==> src/rtl/btn_pkg.sv <==
// Shared types and default constants for the push-button conditioner.
// Long-press detection is compiled in with `define BTN_LONG_PRESS_EN.
package btn_pkg;

    localparam int BTN_DEBOUNCE_DEFAULT = 4;
    localparam int BTN_LONG_DEFAULT     = 16;

    typedef enum logic [1:0] {
        IDLE         = 2'd0,
        PRESS_WAIT   = 2'd1,
        PRESSED      = 2'd2,
        RELEASE_WAIT = 2'd3
    } btn_state_e;

endpackage : btn_pkg

==> src/rtl/sync2.sv <==
// Two-flop synchronizer for a single asynchronous level input.
// Synchronous active-low reset; reusable for any slow board input.
module sync2 (
    input  logic clk,
    input  logic rst_n,
    input  logic d,
    output logic q
);

    logic s1_q;
    logic s2_q;

    // NOTE: sequential state uses non-blocking assignments so both flops
    // sample their inputs from the same edge and form a real two-stage chain.
    always_ff @(posedge clk) begin
        if (!rst_n) begin
            s1_q <= 1'b0;
            s2_q <= 1'b0;
        end else begin
            s1_q <= d;
            s2_q <= s1_q;
        end
    end

    assign q = s2_q;

endmodule : sync2

==> src/rtl/btn_debounce.sv <==
// Push-button conditioner: synchronizer, debounce FSM, registered event pulses.
// Optional long-press pulse is built when BTN_LONG_PRESS_EN is defined.
module btn_debounce
    import btn_pkg::*;
#(
    parameter int DEBOUNCE_CYCLES   = BTN_DEBOUNCE_DEFAULT,
    parameter int LONG_PRESS_CYCLES = BTN_LONG_DEFAULT,
    parameter int CNT_W             = $clog2(LONG_PRESS_CYCLES) + 1
) (
    input  logic clk,
    input  logic rst_n,
    input  logic A,
    output logic level,
    output logic press,
    output logic release_o,   // "release" is a reserved word in SystemVerilog
    output logic long_press
);

    localparam logic [CNT_W-1:0] DEB_LAST = CNT_W'(DEBOUNCE_CYCLES - 1);

    logic             a_s;
    btn_state_e       state_q, state_d;
    logic [CNT_W-1:0] cnt_q, cnt_d;
    logic             level_q, level_d;
    logic             press_q, press_d;
    logic             release_q, release_d;

    sync2 u_sync (
        .clk   (clk),
        .rst_n (rst_n),
        .d     (A),
        .q     (a_s)
    );

    // NOTE: every always_comb output gets a default first, so no path
    // through the case statement can leave a value unassigned and infer a latch.
    always_comb begin
        state_d   = state_q;
        cnt_d     = cnt_q;
        level_d   = level_q;
        press_d   = 1'b0;
        release_d = 1'b0;
        unique case (state_q)
            IDLE: begin
                if (a_s) begin
                    state_d = PRESS_WAIT;
                    cnt_d   = CNT_W'(1);
                end
            end
            PRESS_WAIT: begin
                if (!a_s) begin
                    state_d = IDLE;
                    cnt_d   = '0;
                end else if (cnt_q == DEB_LAST) begin
                    state_d = PRESSED;
                    press_d = 1'b1;
                    level_d = 1'b1;
                end else begin
                    cnt_d = cnt_q + CNT_W'(1);
                end
            end
            PRESSED: begin
                if (!a_s) begin
                    state_d = RELEASE_WAIT;
                    cnt_d   = CNT_W'(1);
                end
            end
            RELEASE_WAIT: begin
                if (a_s) begin
                    state_d = PRESSED;
                end else if (cnt_q == DEB_LAST) begin
                    state_d   = IDLE;
                    release_d = 1'b1;
                    level_d   = 1'b0;
                end else begin
                    cnt_d = cnt_q + CNT_W'(1);
                end
            end
            default: state_d = IDLE;
        endcase
    end

    always_ff @(posedge clk) begin
        if (!rst_n) begin
            state_q   <= IDLE;
            cnt_q     <= '0;
            level_q   <= 1'b0;
            press_q   <= 1'b0;
            release_q <= 1'b0;
        end else begin
            state_q   <= state_d;
            cnt_q     <= cnt_d;
            level_q   <= level_d;
            press_q   <= press_d;
            release_q <= release_d;
        end
    end

    assign level     = level_q;
    assign press     = press_q;
    assign release_o = release_q;

`ifdef BTN_LONG_PRESS_EN
    localparam logic [CNT_W-1:0] LONG_LAST = CNT_W'(LONG_PRESS_CYCLES - 1);
    localparam logic [CNT_W-1:0] LONG_MAX  = CNT_W'(LONG_PRESS_CYCLES);

    logic [CNT_W-1:0] hold_q, hold_d;
    logic             long_q, long_d;

    // hold saturates one past the firing value, so the pulse cannot repeat
    // within a press even after bouncing through RELEASE_WAIT.
    always_comb begin
        hold_d = hold_q;
        long_d = 1'b0;
        if (state_q == PRESS_WAIT && a_s && cnt_q == DEB_LAST) begin
            hold_d = '0;
        end else if (state_q == PRESSED && a_s) begin
            if (hold_q == LONG_LAST) begin
                long_d = 1'b1;
            end
            if (hold_q != LONG_MAX) begin
                hold_d = hold_q + CNT_W'(1);
            end
        end
    end

    always_ff @(posedge clk) begin
        if (!rst_n) begin
            hold_q <= '0;
            long_q <= 1'b0;
        end else begin
            hold_q <= hold_d;
            long_q <= long_d;
        end
    end

    assign long_press = long_q;
`else
    assign long_press = 1'b0;
`endif

endmodule : btn_debounce

==> config.mk <==
export PLATFORM = sky130hd
export DESIGN_NAME = btn_debounce
export DESIGN_NICKNAME = d
export VERILOG_FILES = /design/src/rtl/btn_pkg.sv /design/src/rtl/sync2.sv /design/src/rtl/btn_debounce.sv
export SDC_FILE = /design/constraint.sdc
export NUM_CORES = 1
export LEC_CHECK = 0
export ABC_AREA = 1
export BUFFER_PORTS_ARGS = -buffer_cell sky130_fd_sc_hd__buf_2
export CORE_AREA = 2 2 39 41
export DETAILED_ROUTE_END_ITERATION = 6
export DIE_AREA = 0 0 41 43
export PLACE_DENSITY = 0.69
export SETUP_SLACK_MARGIN = 0.4
export SLEW_MARGIN = 20
export SYNTH_ARGS = -nofsm -noshare
export SYNTH_HDL_FRONTEND = slang
export SYNTH_SLANG_ARGS = --single-unit
==> constraint.sdc <==
create_clock -name clk -period 3.7 [get_ports clk]
set_clock_uncertainty 0.1 [all_clocks]
set_input_delay 0.74 -clock clk [delete_from_list [all_inputs] [get_ports clk]]
set_output_delay 0.74 -clock clk [all_outputs]
set_load 0.01 [all_outputs]
# After elaboration in Yosys (flattened, before gate mapping)
# Cells that the tools add are included.
# totals
reg_bits	12
output_inout_bits	4
# classes
addsub	1
n_eq_ne	12
mux	19
bitwise	2
reduce_logical	7
# op_table
cell	count
5-bit 2-to-1 mux	5
5-bit case mux with 4 select lines	1
2-bit 2-to-1 mux	6
2-bit inequality test (second input constant)	4
2-bit case mux with 4 select lines	1
3-bit AND reduction	2
5-bit by 1-bit adder with 5-bit output (second input constant)	1
5-bit by 2-bit equality test with 1-bit output (second input constant)	1
1-bit 2-to-1 mux	5
5-bit AND reduction	1
2-bit equality test (second input constant)	2
2-bit by 1-bit inequality test with 1-bit output (second input constant)	2
4-bit AND reduction	1
3-bit by 2-bit inequality test with 1-bit output (second input constant)	1
3-bit inequality test (second input constant)	1
3-bit OR reduction	1
2-bit by 1-bit equality test with 1-bit output (second input constant)	1
2-bit logical NOT	1
1-bit inverter	2
1-bit case mux with 2 select lines	1
2-bit nonzero test	1

# Depth between registers and ports, before layout
# Gate-level depths: netlist (run 1).
# logic_depth
ltp_word	4
ltp_mapped	8
depth_no_buf	8

# Hierarchy
# Synthesis (run 1) repeated with hierarchy kept, for this count alone.
# hier_totals
cells_unflattened	85
hier_area_um2	575.6
# by_module_without_submodules
mod	n_inst	cells_per_inst	area_per_inst_um2	seq_area_each_um2
btn_debounce	1	79	520.5	200.2
sync2	1	6	55.1	40.0

# Least setup slack after synthesis (run 1)
# OpenSTA, ideal clock, no wires.
# synth_timing
kind	reg-to-reg
start	register cnt_q[0]
end	register with a tool-made name
setup_time_ns	0.119
arrival_time_ns	1.026
required_ns	3.481
setup_slack_ns	2.454
stages_incl_launch_ff	7
n_path_buf	0
synth_period_minus_slack_ns	1.246
cell_sequence	dfxtp_1 > ha_1 > nand2_1 > nor2_4 > nand2_1 > o21ai_0 > a21oi_1
# synth_rtl
element	line_no	rtl
from (decl)	btn_debounce.sv:23	logic [CNT_W-1:0] cnt_q, cnt_d;
from (signal assigned)	btn_debounce.sv:92	cnt_q <= cnt_d;

# Worst setup path in the final report (run 1)
# layout_timing
start	register level_q (netlist: level)
end	output level
# layout_rtl
element	line_no	rtl
from (decl)	btn_debounce.sv:24	logic level_q, level_d;
from (signal assigned)	btn_debounce.sv:93	level_q <= level_d;
to (decl)	btn_debounce.sv:13	output logic level,
# No word-level cell between the ends.

==> run summary, run 1 <==
- **worst-skew pair later-pin latency** 0.28 ns
- **DRC violations left** 0
- **post-route met1 wirelength** 466 um
- **synthesized instance count** 83
- **number of antenna violations at the first check in global routing** 0
- **commonest cells in the synthesized netlist** sky130_fd_sc_hd__nand2_1 (21), sky130_fd_sc_hd__nor2_1 (13), sky130_fd_sc_hd__dfxtp_1 (12), sky130_fd_sc_hd__inv_1 (11)
- **Yosys reg bits** 12
- **core area** 0.00138 sq mm
- **final worst slack** 2.11 ns
- **RSZ-0062 raised after global routing** false
- **HP Class** flop to flop
- **share of the clock period used by the worst path** 42.9%
- **total power consumption of the routed design** 256 uW
- **input/output buffers** 5
- **combinational power share** 6.3%
- **cell internal pwr** 197 uW
- **Clock Pin Slew Worst Setup and Hold Paths** 0.07 ns
- **total number of vias** 507
- **Num CTS Buffers** 3
- **register share of total power** 52.2%
- **post-CTS repair timing setup buffer count** 0
- **routed length on met2** 461 um
- **Yosys warning total** 0
- **ant diodes** 0
- **routed length on met3** 25 um
- **number of H-tree levels** 1
- **Clock Path Buffers** 2
- **leakage power total** 0.000286 uW
- **critical path data required time** 2.86 ns
- **number of buffers inserted for hold repair after clock tree synthesis** 0
- **post-detailed-route via-to-cell ratio** 4.74
- **clock sink total** 12
- **width of the die** 41 um
- **1st-iter DRT viols** 10
- **vias in the first global route** 450
- **Clk pwr share** 41.5%
- **areal power density over the cells** 394 mW/mm^2
- **half-perimeter wire length of the detailed placement result** 788 um
- **average wire per cell in the routed design** 9.34 um
- **All-Layer GR Usage** 15.8%
- **Pre-antenna DRT Iters** 3
- **crit path launch type** flop
- **final setup violation count** 0
- **cells taking the most area after synthesis** sky130_fd_sc_hd__dfxtp_1 (42%), sky130_fd_sc_hd__nand2_1 (14%), sky130_fd_sc_hd__nor2_1 (8.5%)
- **cell chosen for the clock root** sky130_fd_sc_hd__clkbuf_4
- **most common cell in the synthesized netlist** sky130_fd_sc_hd__nand2_1
- **net count after synthesis** 87
- **most common flop cell mapped by yosys** sky130_fd_sc_hd__dfxtp_1
- **async set or reset register ratio after synthesis** 0%
- **Max Fanout on Critical Path** 2
- **Peak supply drop** 0.000217 V
- **maximum clock frequency** 630 MHz
- **switching power of the nets** 58.8 uW
- **Synth top area share** 41.6%
- **initial standard-cell utilization of the core** 41.7%
- **number of distinct standard cells referenced by the synthesized netlist** 19
- **core utilization of the finished layout** 47.0%
- **final sum of negative setup slack** 0 ns
- **critical-path cell with the highest stage delay** sky130_fd_sc_hd__dfxtp_1
- **max layer used** met4
- **layout-stage area growth over the synthesis result** 12.8%
- **Critical path buffers and inverters** 1
- **number of cells upsized or downsized after cts** 0
- **final global-route overflow total** 0
- **maximum number of pins on one net before global-route repair** 8
- **placement-stage cell area** 614 sq um
- **Top Ports** 7
- **clock tree from TritonCTS** yes
- **average size of a mapped cell** 6.95 sq um
- **net total in the final layout** 96
- **MaxCap Viol Count** 0
- **post-synthesis instance area** 577 sq um
- **sequential area share after synthesis** 41.6%
- **number of flops mapped to enable cells by yosys** 0
- **CP max stage delay** 0.34 ns
- **cell accounting for the most synthesized area** sky130_fd_sc_hd__dfxtp_1
- **wire length of the first global-routing pass** 1.77 mm
- **Rows** 14
- **area of all placed cells without fillers** 651 sq um
- **share of final-layout standard cells stronger than drive strength 1** 19.8%
- **status** finished clean
- **proportion of total power due to net switching** 23.0%
- **overall die area** 0.00176 sq mm
- **worst setup timing slack at the placement stage** 2.23 ns
- **final hold violations** 0
- **Final Wtd Congestion** 0.762
- **number of antenna-violating nets in the routed design** 0
- **critical path's top delay family** flip-flops
- **Worst Setup End Kind** primary output
- **cells along the critical path** buf_2
- **Max Slew Vio Count** 0
- **crit path kind** flop to primary output
- **post-route minimum period** 1.59 ns
- **Worst Path Arrival** 0.75 ns
- **wirelength, routed** 999 um
- **die extent in y** 43 um
==> worst paths after layout <==
kind         slack (ns)   startpoint  cells after the start       end
max                2.11        level                      1     level
min                0.32  u_sync.s1_q                      2  u_sync.q
min reg2reg        0.32  u_sync.s1_q                      2  u_sync.q
max reg2reg        2.31     cnt_q[0]                      6      flop
==> cell usage in the layout, fill, tap and decap left out, types with 2 or more instances in the layout <==
master                      n
sky130_fd_sc_hd__nor2_1    13
sky130_fd_sc_hd__a21oi_1    5
sky130_fd_sc_hd__inv_1     11
sky130_fd_sc_hd__nor2_2     3
sky130_fd_sc_hd__clkbuf_4   3
sky130_fd_sc_hd__nand3_1    5
sky130_fd_sc_hd__nand2_1   21
sky130_fd_sc_hd__inv_2      2
sky130_fd_sc_hd__dfxtp_1   12
sky130_fd_sc_hd__buf_2      5
==> cells by family after synthesis <==
logic type | share of synthesized area (%)
buf+inv | 9.76
compound gates | 10.6
simple gates | 35.1
flops | 41.6
other cells | 0.650
fa+ha+maj | 2.17
==> power groups by stage <==
stage / Sequential (uW) / Clock (uW) / Combinational [uW]
6_report: 134 / 106 / 16.2
5_1_grt: 134 / 116 / 19.3
4_1_cts: 134 / 110 / 16.4
3_5_place_dp: 137 / 0 / 16.3
3_3_place_gp: 137 / 0 / 16.1
2_1_floorplan: 136 / 0 / 13.1
==> cell type report <==
type | instances | area [sq um]
fillers | 150 | 733
multi-input cells | 57 | 280
flip-flops and latches | 12 | 240
inverters | 13 | 48.8
clock buffers | 4 | 36.3
repair buffers | 5 | 25.0
well taps | 16 | 20.0
==> per-layer routing <==
layer | vias up | GRT usage (%)
li1 | 269 | -
met2 | 8 | 21.6
met3 | 5 | 3.14
met1 | 225 | 19.9
met4 | 0 | 14.0
met5 | - | 0
==> registers in the layout, indices dropped and copies added (netlist names), named ones only <==
name         count
cnt_q            5
level            1
press            1
release_o        1
state_q          1
u_sync.q         1
u_sync.s1_q      1
==> metrics by stage <==
| stage | hold slack [ns] | std cells |
|---|---|---|
| 6_report | 0.320 | 107 |
| 3_5_place_dp | 0.302 | 103 |
| 2_1_floorplan | 0.290 | 83 |
| 4_1_cts | 0.320 | 107 |
| 3_3_place_gp | 0.296 | 103 |
| 5_1_grt | 0.351 | 107 |
Power figures use the tool's default switching activity.
==> run 2, diff against run 1 <==
==> constraint.sdc (replaced) <==
create_clock -name clk -period 1.66 [get_ports clk]
set_clock_uncertainty 0.1 [all_clocks]
set_input_delay 0.332 -clock clk [delete_from_list [all_inputs] [get_ports clk]]
set_output_delay 0.332 -clock clk [all_outputs]
set_load 0.01 [all_outputs]
==> run summary, run 2 (synthesis results as in run 1) <==
- **status** finished clean
- **clock sink total** 12, unchanged
- **areal power density over the cells** 819 mW/mm^2, +110%
- **post-route minimum period** 1.22 ns
- **final global-route overflow total** 0, unchanged
- **Worst Setup End Kind** flop
- **commonest cells after routing, fill and taps aside** sky130_fd_sc_hd__nand2_1 (19), sky130_fd_sc_hd__nor2_1 (12), sky130_fd_sc_hd__inv_1 (10)
- **Non-Filler Instances** 108, +0.93%
- **final sum of negative setup slack** 0 ns, unchanged
- **max FFs per register** 5, unchanged
- **crit path kind** flop to flop
- **Final Wtd Congestion** 0.734, -3.6%
- **RSZ-0062 raised after global routing** true
- **overall die area** 0.00176 sq mm, unchanged
- **routed length on met3** 28 um, +12%
- **cells along the critical path** ha_4, nand2_4, nor2_4, inv_2, nand2_2, nand2_1, nand2_1, nor2_1
- **worst-skew pair later-pin latency** 0.27 ns, about the same
- **number of antenna-violating nets in the routed design** 0, unchanged
- **vias in the first global route** 465, +3.3%
- **cell chosen for the clock root** sky130_fd_sc_hd__clkbuf_4
- **Clock Pin Slew Worst Setup and Hold Paths** 0.08 ns, about the same
- **number of antenna violations at the first check in global routing** 0, unchanged
- **average wire per cell in the routed design** 10.1 um, +8.2%
- **share of the clock period used by the worst path** 73.6%
- **most frequent standard cell in the layout excluding fill and tap cells** sky130_fd_sc_hd__nand2_1
- **Cell Count Post-Placement** 103, unchanged
- **Worst Path Arrival** 1.30 ns, +0.55 ns
- **final hold violations** 0, unchanged
- **Worst Hold Margin** 0.137 ns, -0.184 ns
- **critical path data required time** 1.74 ns, -1.12 ns
- **critical-path cell with the highest stage delay** sky130_fd_sc_hd__dfxtp_4
- **Clock Path Buffers** 2, unchanged
- **Critical path buffers and inverters** 1, unchanged
- **Max Fanout on Critical Path** 5, +3
- **critical path's top delay family** simple AND/OR/NAND/NOR gates
- **area of all placed cells without fillers** 704 sq um, +8.3%
- **width of the die** 41 um, unchanged
- **clock tree from TritonCTS** yes
- **Max Slew Vio Count** 0, unchanged
- **All-Layer GR Usage** 15.4%, -0.40 points
- **max layer used** met4
- **HP Class** primary input to flop
- **wirelength, routed** 1.09 mm, +9.2%
- **maximum number of pins on one net before global-route repair** 8, unchanged
- **Top Ports** 7, unchanged
- **Pre-antenna DRT Iters** 3, unchanged
- **number of buffers inserted for hold repair after clock tree synthesis** 0, unchanged
- **MaxCap Viol Count** 0, unchanged
- **1st-iter DRT viols** 2, -8
- **maximum clock frequency** 818 MHz
- **input/output buffers** 5, unchanged
- **Peak supply drop** 0.000395 V, +82%
- **half-perimeter wire length of the detailed placement result** 741 um, -5.9%
- **core utilization of the finished layout** 50.9%, +3.9 points
- **die extent in y** 43 um, unchanged
- **final setup violation count** 0, unchanged
- **post-route met1 wirelength** 501 um, +7.5%
- **CP max stage delay** 0.37 ns, +0.03 ns
- **placement-stage cell area** 614 sq um, unchanged
- **register bank with the most flops** cnt_q
- **crit path launch type** flop
- **most frequent CP cell** sky130_fd_sc_hd__nand2_1
- **routed length on met2** 521 um, +13%
- **layout-stage area growth over the synthesis result** 22.1%
- **number of H-tree levels** 1, unchanged
- **initial standard-cell utilization of the core** 41.7%, unchanged
- **total number of vias** 505, -0.39%
- **core area** 0.00138 sq mm, unchanged
- **Num CTS Buffers** 3, unchanged
- **leakage power total** 0.000294 uW, +2.7%
- **net total in the final layout** 97, +1.0%
- **Rows** 14, unchanged
- **wire length of the first global-routing pass** 1.75 mm, -1.6%
- **share of final-layout standard cells stronger than drive strength 1** 32.6%, +13 points
- **post-detailed-route via-to-cell ratio** 4.68, -1.3%
- **DRC violations left** 0, unchanged
- **ant diodes** 0, unchanged
- **Fill cells** 139, -7.3%
==> run 2: worst paths after layout <==
path                            cells past startpoint  slack (ns)        start          end
worst min-delay path                                3        0.14            A  u_sync.s1_q
worst max-delay path                                8        0.44     cnt_q[1]     cnt_q[1]
worst min register to register                      2        0.31  u_sync.s1_q     u_sync.q
worst max register to register                      8        0.44     cnt_q[1]     cnt_q[1]
==> run 2: report_power, final <==
group	switching, uW	internal [uW]
registers	5.58	293
logic	26.2	16.5
clock network	102	133
==> run 2: what timing repair did <==
action,in CTS,in global routing
gates resized for setup,3,12
pin swaps,1,6
setup endpoints to repair,6,7
setup buffers,1,0
==> run 2: layout make-up <==
| cell class | count | area (sq um) | area share, % |
|---|---|---|---|
| timing repair buffer | 6 | 32.5 | 4.62 |
| sequential | 12 | 246 | 35.0 |
| clock buffer | 4 | 36.3 | 5.15 |
| tap | 16 | 20.0 | 2.84 |
| inverter | 13 | 48.8 | 6.93 |
| multi-input combinational | 57 | 320 | 45.5 |
==> run 2: worst register-to-register path, stage by stage (launching register included) <==
cell and delay (ns):
sky130_fd_sc_hd__dfxtp_4 0.37, sky130_fd_sc_hd__ha_4 0.15, sky130_fd_sc_hd__nand2_4 0.05, sky130_fd_sc_hd__nor2_4 0.16
sky130_fd_sc_hd__inv_2 0.07, sky130_fd_sc_hd__nand2_2 0.07, sky130_fd_sc_hd__nand2_1 0.05, sky130_fd_sc_hd__nand2_1 0.06
sky130_fd_sc_hd__nor2_1 0.04
==> run 2: metrics by stage <==
step | total power, uW | setup WS, ns
after floorplan | 333 | 0.414
after detailed placement | 341 | 0.341
after CTS | 578 | 0.403
after global placement | 341 | 0.378
after global routing | 604 | 0.364
final | 577 | 0.438
==> run 2: per-layer routing <==
metal / vias to the layer above / global-route usage (%)
li1: 274 / -
met1: 218 / 15.6
met2: 8 / 23.4
met3: 5 / 6.28
met4: 0 / 12.0
met5: - / 0
